### config.mk
export PLATFORM = sky130hd
export DESIGN_NAME = sprite_line_scheduler
export DESIGN_NICKNAME = d
export VERILOG_FILES = /design/src/rtl/sprite_line_scheduler.sv
export SDC_FILE = /design/constraint.sdc
export NUM_CORES = 1
export LEC_CHECK = 0
export ABC_AREA = 1
export BUFFER_PORTS_ARGS = -buffer_cell sky130_fd_sc_hd__buf_2
export CORE_MARGIN = 10
export CORE_UTILIZATION = 50
export CTS_CLUSTER_DIAMETER = 150
export DETAILED_ROUTE_END_ITERATION = 16
export GPL_TIMING_DRIVEN = 0
export PLACE_DENSITY = 0.65
export REMOVE_ABC_BUFFERS = 1
export SLEW_MARGIN = 0
export SYNTH_ARGS = -nofsm -noshare
export SYNTH_HDL_FRONTEND = slang
export SYNTH_SLANG_ARGS = --single-unit
### constraint.sdc
create_clock -name clk -period 9.2 [get_ports clk]
set_input_delay 1.84 -clock clk [delete_from_list [all_inputs] [get_ports clk]]
set_output_delay 1.84 -clock clk [all_outputs]
set_load 0.02 [all_outputs]
### src/rtl/sprite_line_scheduler.sv
// sprite_line_scheduler: once per line, picks the lowest-index enabled sprite covering line_y and
// hands its x position and row to a single shared sprite line engine.
module sprite_line_scheduler #(
   parameter int CORDW      = 12,
   parameter int NSPR       = 8,
   parameter int IDW        = 3,
   parameter int SPR_HEIGHT = 8
) (
   input  logic             clk,
   input  logic             rst,
   input  logic             line,
   input  logic [CORDW-1:0] line_y,
   input  logic             tbl_we,
   input  logic [IDW-1:0]   tbl_addr,
   input  logic [CORDW-1:0] tbl_x,
   input  logic [CORDW-1:0] tbl_y,
   input  logic             tbl_en,
   input  logic             spr_done,
   output logic             spr_start,
   output logic [CORDW-1:0] spr_x,
   output logic [IDW-1:0]   spr_id,
   output logic [5:0]       spr_row,
   output logic             busy,
   output logic             ovf,
   output logic             late
);
   typedef enum logic [1:0] {IDLE, SCAN, ISSUE, WAIT} state_t;
   state_t state;
   logic [CORDW-1:0] tx [NSPR];
   logic [CORDW-1:0] ty [NSPR];
   logic [NSPR-1:0]  ten;
   logic [CORDW-1:0] ly;
   logic [IDW-1:0]   idx;
   logic             hit_any, multi;
   logic [CORDW:0]   ly_ext, y_ext, y_end;
   logic [5:0]       row;
   logic             hit, last, go;
   // One extra bit keeps y+SPR_HEIGHT from wrapping near the top of the coordinate range.
   assign ly_ext = {1'b0, ly};
   assign y_ext  = {1'b0, ty[idx]};
   assign y_end  = y_ext + (CORDW+1)'(SPR_HEIGHT);
   assign hit    = ten[idx] && (ly_ext >= y_ext) && (ly_ext < y_end);
   assign row    = 6'(ly - ty[idx]);
   assign last   = idx == IDW'(NSPR-1);
   assign go     = hit_any || hit;
   always_ff @(posedge clk or posedge rst) begin
      if (rst) begin
         state     <= IDLE;
         spr_start <= 1'b0;
         spr_x     <= '0;
         spr_id    <= '0;
         spr_row   <= '0;
         busy      <= 1'b0;
         ovf       <= 1'b0;
         late      <= 1'b0;
         ly        <= '0;
         idx       <= '0;
         hit_any   <= 1'b0;
         multi     <= 1'b0;
         ten       <= '0;
         for (int i = 0; i < NSPR; i++) begin
            tx[i] <= '0;
            ty[i] <= '0;
         end
      end else begin
         if (tbl_we) begin
            tx[tbl_addr]  <= tbl_x;
            ty[tbl_addr]  <= tbl_y;
            ten[tbl_addr] <= tbl_en;
         end
         spr_start <= 1'b0;
         ovf       <= 1'b0;
         late      <= 1'b0;
         if (line) begin
            late    <= state != IDLE;
            ly      <= line_y;
            idx     <= '0;
            hit_any <= 1'b0;
            multi   <= 1'b0;
            state   <= SCAN;
            busy    <= 1'b1;
         end else begin
            case (state)
               SCAN: begin
                  if (hit && !hit_any) begin
                     spr_x   <= tx[idx];
                     spr_id  <= idx;
                     spr_row <= row;
                  end
                  hit_any <= go;
                  multi   <= multi || (hit && hit_any);
                  idx     <= idx + 1'b1;
                  if (last) begin
                     ovf       <= multi || (hit && hit_any);
                     spr_start <= go;
                     busy      <= go;
                     state     <= go ? ISSUE : IDLE;
                  end
               end
               ISSUE: state <= WAIT;
               WAIT: if (spr_done) begin
                  state <= IDLE;
                  busy  <= 1'b0;
               end
               default: state <= IDLE;
            endcase
         end
      end
   end
endmodule

==> key figures, run 1 <==
Drt
  • DR WL/cell: 16.3 um
  • DR vias: 8980
  • DRT iter0 DRCs: 649
  • DRC Markers: 0
  • ANT nets after route: 0
  • Drt pass-1 iters: 5
  • Total wire length: 27.3 mm
  • DR vias/cell: 5.35

Timing
  • RSZ-0062 raised after global routing: no
  • Fmax: 0.209 GHz
  • Tmin final: 4.79 ns
  • Final Slew Violations: 0
  • Transition time of the tightest slew-check pin: 1.18 ns
  • Final Hold Viols: 0
  • Fin crit share: 52.0%
  • Worst slew margin: 21.5%
  • Finish-stage setup viols: 0
  • Setup Skew: 0.0150 ns

Setup path
  • RR Startpoint: idx[1]
  • Critical path class: flop to flop
  • Flop-to-flop setup slack: 4.41 ns
  • Crit start category: flop
  • FF-to-FF path depth: 13
  • Worst EP arrival: 5.18 ns
  • Crit end category: flop
  • Worst R2R End: spr_row[3]
  • Peak fanout along the critical path: 48
  • Worst path required time: 9.60 ns

Floorplanning
  • DIE AREA: 0.0294 mm^2
  • Core ar.: 0.0226 mm^2
  • Cell row count: 55
  • Die span in y: 171 um
  • Initial Util: 50.8%
  • Ports: 70
  • Die W: 171 um

Status
  • Status: finished clean

Logic synthesis
  • Main flop type after synthesis: dfrtp_1
  • Synth Warn #: 0
  • Area leader, netlist: dfrtp_1
  • Post-synthesis async set-or-reset flop share: 100%
  • Mapped cell area: 0.0115 mm^2
  • Syn Area/Cell: 8.52 um^2
  • Gate count of the mapped netlist: 1345
  • Synth area leaders: dfrtp_1 (53%), o21ai_0 (12%), nand2_1 (11%)
  • Share of the yosys chip area belonging to registers: 53.3%
  • Share of the synthesized area in the top cell type: 53.3%
  • Cell variety after synth: 37
  • FF+latch count, synth: 244
  • EDFF count, synth: 0

GRT
  • Pin count of the biggest net entering global routing: 101
  • Gr ovfl total: 0
  • GRT Total Usage: 19.2%
  • Initial antenna violation count: 0
  • First-pass GRT wire length: 46.2 mm
  • Via count of the first global-routing pass: 9086

Layout
  • Final net count: 1446
  • Finished Layout Cells: 1677
  • # diodes: 0
  • Area Growth Syn to Fin: 13.8%
  • Layout cell share with drive strength beyond 1: 12.9%
  • Final Util: 57.8%

CTS
  • TritonCTS Buffers: 28
  • Post-CTS Resized: 0
  • CTS tree: built
  • Post-CTS Setup Repair Bufs: 0
  • H-tree levels: 1
  • Clk sink count: 244
  • Clk Latency, worst-skew pair: 0.54 ns
  • Post-cts hold buffer count: 0
  • Clock-pin slew on the worst setup and hold paths: 0.06 ns
  • Max clock buf depth: 3
  • Root buffer cell: clkbuf_16

Power
  • Total power: 0.00331 W
  • LEAKAGE: 6.32 nW
  • PwrDens: 254 mW/mm^2
  • Worst VDD drop: 0.143 mV

Placement
  • Placed cells: 1627
  • IO buf count: 69
  • Placer Congestion: 0.769
  • HPWL Detailed: 16.2 mm

Min path
  • Min-delay src: tx[35]
  • HP Class: flop to flop
  • Worst hold stages: 2
  • Hold EP: tx[35]

Job
  • Max-Cap Viols: 0
## how the worst max path moves through the flow
stage / startpoint / endpoint / slack, ns
CTS: idx[1] / spr_row[3] / 4.36
global route: idx[1] / spr_row[2] / 3.96
finish: idx[1] / spr_row[3] / 4.41
global placement: rst / tx[39] / -2.21
floorplan: rst / busy / 0.66
detailed placement: idx[1] / spr_id[1] / 4.38
## routing by layer
layer	wire length, um	GRT usage, %	vias up
li1	-	-	4486
met1	12900	26.1	4269
met2	12500	31.7	188
met3	1360	3.07	37
met4	497	4.23	0
met5	0	0	-
## registers in the layout, summed over array words and instances (netlist names)
| signal | flops |
|---|---|
| tx | 96 |
| ty | 96 |
| ly | 12 |
| spr_x | 12 |
| ten | 8 |
| spr_row | 6 |
| idx | 3 |
| spr_id | 3 |
| state | 2 |
| busy | 1 |
| hit_any | 1 |
| late | 1 |
| multi | 1 |
| ovf | 1 |
| spr_start | 1 |
## worst max-delay path, cell delays in order (launching register included)
cell	delay (ns)
dfrtp_2	0.59
buf_12	0.26
inv_2	0.73
o21ai_0	0.21
o221ai_1	0.22
o21ai_0	0.17
ha_1	0.45
a21oi_1	0.09
o21bai_1	0.30
nand3_1	0.11
a31oi_1	0.36
nand4_4	0.73
nand2_1	0.30
o21ai_2	0.07
## Yosys cell counts, types with 15 or more instances
master	n
nand2_1	321
ha_1	28
o21ai_1	18
clkbuf_1	65
a21oi_1	29
nand3_1	22
o22ai_1	24
o21ai_2	22
dfrtp_1	244
inv_1	88
o221ai_1	15
nor2_1	121
o21ai_0	276
## metrics by stage
| stage | hold WS, ns | worst slack [ns] | instance area (um^2) | TNS, ns |
|---|---|---|---|---|
| global placement | 0.461 | -2.21 | 11800 | -534.38 |
| floorplan | 0.448 | 0.658 | 11000 | 0 |
| global route | 0.495 | 3.96 | 13000 | 0 |
| finish | 0.476 | 4.41 | 13000 | 0 |
| detailed placement | 0.464 | 4.38 | 12100 | 0 |
| CTS | 0.479 | 4.36 | 13000 | 0 |
## kinds of logic (layout without fill, tap and decap cells)
logic type	after synthesis	after routing	synth area share (%)
XOR/XNOR	11	11	0.840
AND/OR/NAND/NOR	490	490	17.1
AO/OA/AOI/OAI	393	393	18.8
multiplexers	1	1	0.120
buffers and inverters	177	224	6.67
flip-flops	244	244	53.3
adder cells (fa/ha/maj)	29	29	3.23
## final cells by class
cell class | count | area [um^2]
fillers | 2113 | 9530
flip-flops and latches | 244 | 6110
multi-input cells | 924 | 4620
clock buffers | 44 | 871
repair buffers | 82 | 612
inverters | 92 | 358
well taps | 285 | 357
clock inverters | 6 | 116
## cell usage in the layout, fill, tap and decap left out, types with 2 or more instances in the layout
| cell type | n |
|---|---|
| clkbuf_1 | 5 |
| clkbuf_16 | 28 |
| buf_12 | 4 |
| clkinv_2 | 2 |
| nand3_1 | 21 |
| ha_1 | 28 |
| inv_2 | 2 |
| o21ai_2 | 22 |
| dfrtp_1 | 242 |
| nand3_2 | 4 |
| o21ai_0 | 276 |
| o221ai_1 | 15 |
| xnor2_1 | 4 |
| o21bai_1 | 2 |
| a21oi_1 | 29 |
| buf_2 | 69 |
| inv_1 | 87 |
| nor2_2 | 3 |
| nand4_1 | 4 |
| o211ai_1 | 2 |
| nand2_2 | 13 |
| nor2_1 | 121 |
| a31oi_1 | 2 |
| o21ai_1 | 18 |
| clkbuf_8 | 11 |
| buf_6 | 3 |
| xor2_1 | 7 |
| bufinv_16 | 3 |
| o22ai_1 | 24 |
| nor3_1 | 5 |
| nand2_1 | 315 |
| buf_16 | 5 |
## report_power, final
part           switching [W]  total [W]  leakage (nW)  internal [W]
registers           0.000118    0.00140          3.06       0.00128
clock network       0.000433    0.00116         0.487      0.000729
logic               0.000470   0.000749          2.78      0.000279
total                0.00102    0.00331          6.32       0.00229
No activity file was read; power rests on OpenSTA's default activity.
==> run 2: changes to the inputs <==
--- a/config.mk
+++ b/config.mk
@@ -12,7 +12,7 @@
 export CTS_CLUSTER_DIAMETER = 150
 export DETAILED_ROUTE_END_ITERATION = 16
 export GPL_TIMING_DRIVEN = 0
-export PLACE_DENSITY = 0.65
+export PLACE_DENSITY = 0.67
 export REMOVE_ABC_BUFFERS = 1
 export SLEW_MARGIN = 0
 export SYNTH_ARGS = -nofsm -noshare
==> constraint.sdc (replaced) <==
create_clock -name clk -period 4.3 [get_ports clk]
set_input_delay 0.86 -clock clk [delete_from_list [all_inputs] [get_ports clk]]
set_output_delay 0.86 -clock clk [all_outputs]
set_load 0.02 [all_outputs]
==> run 2 against run 1 <==
Final cell count about the same. Total power up 110%. Utilization down 0.39 points. Via count up 3.0%. Largest power group unchanged.
==> key figures, run 2 (synthesized netlist as in run 1, its figures left out) <==
Floorplanning
  • Die W: 171 um
  • Core ar.: 0.0226 mm^2
  • Initial Util: 50.8%
  • Cell row count: 55
  • Ports: 70
  • Die span in y: 171 um
  • DIE AREA: 0.0294 mm^2

Setup path
  • Flop-to-flop setup slack: 0.30 ns
  • Crit end category: flop
  • Worst path required time: 4.75 ns
  • Crit start category: flop
  • Worst EP arrival: 4.45 ns
  • Peak fanout along the critical path: 48
  • Critical path class: flop to flop
  • FF-to-FF path depth: 12
  • Worst R2R End: spr_row[5]
  • RR Startpoint: idx[1]

Layout
  • Area Growth Syn to Fin: 13.0%
  • Biggest regs: tx x96, ty x96
  • Filler instances: 2065
  • Commonest non-fill, non-tap cell in the layout: nand2_1
  • Final net count: 1446
  • Commonest cells after routing, fill and taps aside: nand2_1 (315), o21ai_0 (276), dfrtp_1 (241)
  • Layout cell share with drive strength beyond 1: 12.6%
  • Final Util: 57.4%
  • # diodes: 0

Power
  • PwrDens: 529 mW/mm^2
  • Sw Share: 32.7%
  • Combinational Power Share: 24.6%
  • LEAKAGE: 6.24 nW
  • Net load switching power: 0.00224 W
  • Sequential fraction of design power: 43.7%
  • Total power: 0.00686 W
  • Worst VDD drop: 0.309 mV
  • Internal power consumption: 0.00462 W
  • Clock Power Share: 31.7%

Placement
  • IO buf count: 69
  • Placer Congestion: 0.792
  • HPWL Detailed: 16.0 mm

CTS
  • TritonCTS Buffers: 26
  • Clock-pin slew on the worst setup and hold paths: 0.06 ns
  • H-tree levels: 1
  • Clk Latency, worst-skew pair: 0.54 ns
  • Root buffer cell: clkbuf_16
  • CTS tree: built
  • Max clock buf depth: 3
  • Post-cts hold buffer count: 0
  • Clk sink count: 244

Min path
  • Min-delay src: spr_x[10]
  • HP Class: flop to flop
  • Worst hold stages: 2
  • Hold EP: spr_x[10]

Timing
  • Final Slew Violations: 0
  • Fmax: 0.250 GHz
  • Tmin final: 4.00 ns
  • RSZ-0062 raised after global routing: no
  • Worst slew margin: 15.5%
  • Fin crit share: 93.1%
  • Setup Skew: 0.0143 ns
  • WHS: 0.477 ns
  • Transition time of the tightest slew-check pin: 1.26 ns
  • Finish-stage setup viols: 0
  • Final Hold Viols: 0

Drt
  • DRC Markers: 0
  • DR vias: 9247
  • DRT iter0 DRCs: 732
  • Total wire length: 29.3 mm
  • DR WL/cell: 17.5 um
  • Drt pass-1 iters: 5
  • ANT nets after route: 0
  • DR vias/cell: 5.52

Status
  • Status: finished clean

GRT
  • Pin count of the biggest net entering global routing: 130
  • Via count of the first global-routing pass: 9064
  • GRT Total Usage: 20.2%
  • Gr ovfl total: 0
  • First-pass GRT wire length: 48.0 mm
  • Initial antenna violation count: 0

Job
  • Max-Cap Viols: 0
-- run 2: worst max-delay path by stage --
stage	cells after the start	slack, ns	startpoint	to
floorplan	1	-3.26	rst	busy
global placement	2	-6.15	rst	tx[37]
detailed placement	13	-0.50	idx[1]	spr_x[0]
CTS	18	0.09	idx[0]	spr_row[5]
global route	17	0.04	idx[1]	spr_id[2]
finish	12	0.30	idx[1]	spr_row[5]
-- run 2: power by group through the flow --
stage	Sequential [W]	Clock [W]	Combinational (W)
2_1_floorplan	0.00309	0	0.00107
5_1_grt	0.00305	0.00231	0.00194
3_5_place_dp	0.00304	0	0.00161
3_3_place_gp	0.00307	0	0.00151
6_report	0.00300	0.00217	0.00168
4_1_cts	0.00300	0.00221	0.00168
-- run 2: area by class of cell --
cell class	count	area [um^2]	share of cell area, %
Inverter	92	374	2.89
Clock inverter	6	66.3	0.512
Timing Repair Buffer	81	589	4.55
Sequential cell	244	6110	47.2
Clock buffer	41	757	5.84
Multi-Input combinational cell	927	4700	36.3
Tap cell	285	357	2.75
-- run 2: stage by stage --
stage                     instance area [um^2]  worst slack, ns  setup TNS (ns)  cells
final                                    13000            0.297               0   1676
after global routing                     13000           0.0352               0   1676
after CTS                                12900           0.0941               0   1675
after detailed placement                 12000           -0.502           -9.96   1625
after global placement                   11800            -6.15        -1616.63   1614
after floorplan                          11000            -3.26         -808.92   1260
-- run 2: routing by layer --
metal  vias up  global-route usage [%]  routed length (um)
li1       4491                       -                   -
met1      4471                    28.1               13800
met2       239                    32.8               13400
met3        46                    2.84                1440
met4         0                    4.88                 649
met5         -                       0                   0
-- run 2: critical path, stage by stage, from the launching register on --
cell and delay [ns]:
dfrtp_2 0.55, buf_12 0.25, inv_6 0.36, o21ai_0 0.16, o221ai_1 0.19, o21ai_0 0.19
ha_1 0.41, a21oi_1 0.09, o21bai_1 0.26, nand3_1 0.17, a31oi_4 0.48, nand4_4 0.47
o21ai_2 0.26
-- run 2: repair_timing --
action                     CTS  global route
setup endpoints to repair   21            24
pin swaps                    2             0
resized for setup            8             4
cloned                       3             0
buffers inserted             0             1
==> run 3: changes to the inputs <==
--- a/config.mk
+++ b/config.mk
@@ -5,7 +5,6 @@
 export SDC_FILE = /design/constraint.sdc
 export NUM_CORES = 1
 export LEC_CHECK = 0
-export ABC_AREA = 1
 export BUFFER_PORTS_ARGS = -buffer_cell sky130_fd_sc_hd__buf_2
 export CORE_MARGIN = 10
 export CORE_UTILIZATION = 50
==> run 3 against run 2 <==
Critical path depth is 4 higher. Die area rose by 0.26%. Total power is 22% higher. Synthesized cell count decreased by 46%. Final cell count shrank 33%. Hold slack got worse by 0.053 ns. Sequential power rose by 5%. Clock power about the same. Utilization is 2.1 points higher. First-iteration DRC count shrank 39%. Worst setup slack got worse by 0.11 ns. Largest cell class unchanged. Largest power group unchanged. Highest routed layer is now met5.
==> key figures, run 3 <==
Setup path
  • CP startpoint: idx[0]
  • Worst EP arrival: 4.52 ns
  • RR Startpoint: idx[0]
  • Setup crit end: spr_row[1]
  • Worst R2R End: spr_row[1]
  • FF-to-FF path depth: 16
  • Peak fanout along the critical path: 19
  • Crit end category: flop
  • Worst path required time: 4.71 ns
  • Critical path class: flop to flop
  • Crit start category: flop
  • Flop-to-flop setup slack: 0.19 ns

CTS
  • Clk sink count: 244
  • H-tree levels: 1
  • CTS tree: built
  • Clock-pin slew on the worst setup and hold paths: 0.06 ns
  • Max clock buf depth: 3
  • Clk Latency, worst-skew pair: 0.56 ns
  • Root buffer cell: clkbuf_16
  • Post-cts hold buffer count: 0
  • TritonCTS Buffers: 27

Logic synthesis
  • Share of the yosys chip area belonging to registers: 53.1%
  • Share of the synthesized area in the top cell type: 53.1%
  • Post-synthesis async set-or-reset flop share: 100%
  • Post-synth top cells: dfrtp_1 (244), mux2_2 (226), mux4_2 (48)
  • Gate count of the mapped netlist: 728
  • EDFF count, synth: 0
  • Syn Area/Cell: 15.8 um^2
  • Area leader, netlist: dfrtp_1
  • Synth area leaders: dfrtp_1 (53%), mux2_2 (22%), mux4_2 (9.4%)
  • Most frequent cell after synthesis: dfrtp_1
  • Main flop type after synthesis: dfrtp_1
  • Synth Warn #: 0
  • Cell variety after synth: 51
  • Mapped cell area: 0.0115 mm^2
  • FF+latch count, synth: 244

Min path
  • HP Class: input port to asynchronous set/reset pin

Floorplanning
  • Die W: 172 um
  • DIE AREA: 0.0295 mm^2
  • Initial Util: 50.8%
  • Die span in y: 172 um
  • Cell row count: 55
  • Ports: 70
  • Core ar.: 0.0226 mm^2

Power
  • Total power: 0.00838 W
  • Combinational Power Share: 36.8%
  • Worst VDD drop: 0.377 mV
  • Internal power consumption: 0.00578 W
  • Net load switching power: 0.00260 W
  • Clock Power Share: 25.5%
  • Sequential fraction of design power: 37.7%
  • Sw Share: 31.0%
  • LEAKAGE: 5.94 nW
  • PwrDens: 623 mW/mm^2

GRT
  • Gr ovfl total: 0
  • GRT Total Usage: 17.9%
  • First-pass GRT wire length: 41.2 mm
  • Via count of the first global-routing pass: 7393
  • Pin count of the biggest net entering global routing: 141
  • Initial antenna violation count: 3

Timing
  • Setup Skew: 0.0336 ns
  • WHS: 0.424 ns
  • Final Slew Violations: 0
  • Fin crit share: 95.7%
  • Fmax: 0.243 GHz
  • Tmin final: 4.11 ns
  • TNS Setup: 0 ns
  • Worst slew margin: 39.7%
  • Transition time of the tightest slew-check pin: 0.901 ns
  • Final Hold Viols: 0
  • Finish-stage setup viols: 0

Placement
  • IO buf count: 69
  • Placer Congestion: 0.819
  • HPWL Detailed: 17.2 mm
  • Cell Area, Placed: 0.0124 mm^2

Drt
  • Drt pass-1 iters: 4
  • Total wire length: 25.9 mm
  • DRC Markers: 0
  • DRT iter0 DRCs: 445
  • DR vias/cell: 5.79
  • DR vias: 6537
  • ANT nets after route: 0
  • DR WL/cell: 22.9 um

Job
  • Max-Cap Viols: 0

Layout
  • Final Util: 59.5%
  • Final net count: 901
  • Filler instances: 1702
  • Commonest non-fill, non-tap cell in the layout: dfrtp_1
  • Final Cell Area: 0.0135 mm^2
  • Commonest cells after routing, fill and taps aside: dfrtp_1 (241), mux2_2 (226), buf_2 (69)
  • Biggest regs: tx x96, ty x96
  • Multi-input logic area: 0.00520 mm^2
  • Layout cell share with drive strength beyond 1: 54.4%
  • Register area: 0.00611 mm^2
  • Area Growth Syn to Fin: 17.1%

Status
  • Status: finished clean
==> run 3: kinds of logic after synthesis <==
kind of cell | after synthesis | share of synthesized area [%]
simple gates | 47 | 2.62
mux | 309 | 35.9
buf+inv | 53 | 2.21
compound gates | 34 | 2.06
xor+xnor | 12 | 0.914
flops | 244 | 53.1
fa+ha+maj | 29 | 3.22
==> run 3: through the flow <==
step                std cells  worst slack [ns]
floorplan                 689             -3.26
global placement         1043             -5.21
detailed placement       1067            -0.733
CTS                      1122            0.0230
global route             1128          -0.00834
finish                   1129             0.186
==> run 3: final cells by class <==
cell class | count | share of cell area (%)
Multi-Input combinational cell | 432 | 38.7
Clock inverter | 5 | 0.325
Timing Repair Buffer | 108 | 6.65
Clock buffer | 40 | 5.83
Antenna cell | 1 | 0.0186
Tap cell | 285 | 2.65
Sequential cell | 244 | 45.4
Inverter | 14 | 0.446
==> run 3: worst min path at each step <==
stage	from	to	slack (ns)	cells past startpoint
2_1_floorplan	multi	ovf	0.46	2
3_3_place_gp	multi	multi	0.48	1
3_5_place_dp	multi	multi	0.48	1
4_1_cts	rst	tx[4]	0.46	2
5_1_grt	rst	tx[4]	0.46	2
6_report	rst	tx[4]	0.42	2
==> run 3: critical path, stage by stage, from the launching register on <==
cell and delay, ns:
dfrtp_4 0.44, buf_16 0.20, mux4_2 0.56, mux2i_4 0.27
inv_1 0.08, ha_1 0.23, nand2_1 0.14, nor3_1 0.07
xor2_1 0.18, ha_1 0.24, a2111oi_2 0.39, a41oi_1 0.23
a21oi_4 0.22, buf_12 0.14, nand3b_4 0.09, buf_12 0.17
mux2_4 0.30
==> run 3: metal layers <==
metal | up-vias | global-route usage [%] | part of all wire (%)
li1 | 2907 | - | -
met3 | 31 | 3.42 | 3.7
met5 | - | 0 | 0.10
met4 | 4 | 3.52 | 1.6
met2 | 114 | 30.4 | 50
met1 | 3481 | 23.3 | 44
==> run 3: repair_timing <==
item | CTS | global route
gates resized for setup | 4 | 3
endpoints found under the setup margin | 24 | 24
pin swaps | 3 | 0
buffers inserted | 8 | 6
gates cloned | 2 | 0
==> run 3: power groups by stage <==
stage	clock network [W]	logic (W)	registers, W
final	0.00214	0.00308	0.00316
after CTS	0.00220	0.00305	0.00318
after global placement	0	0.00256	0.00335
after floorplan	0	0.00196	0.00333
after detailed placement	0	0.00282	0.00325
after global routing	0.00230	0.00335	0.00322
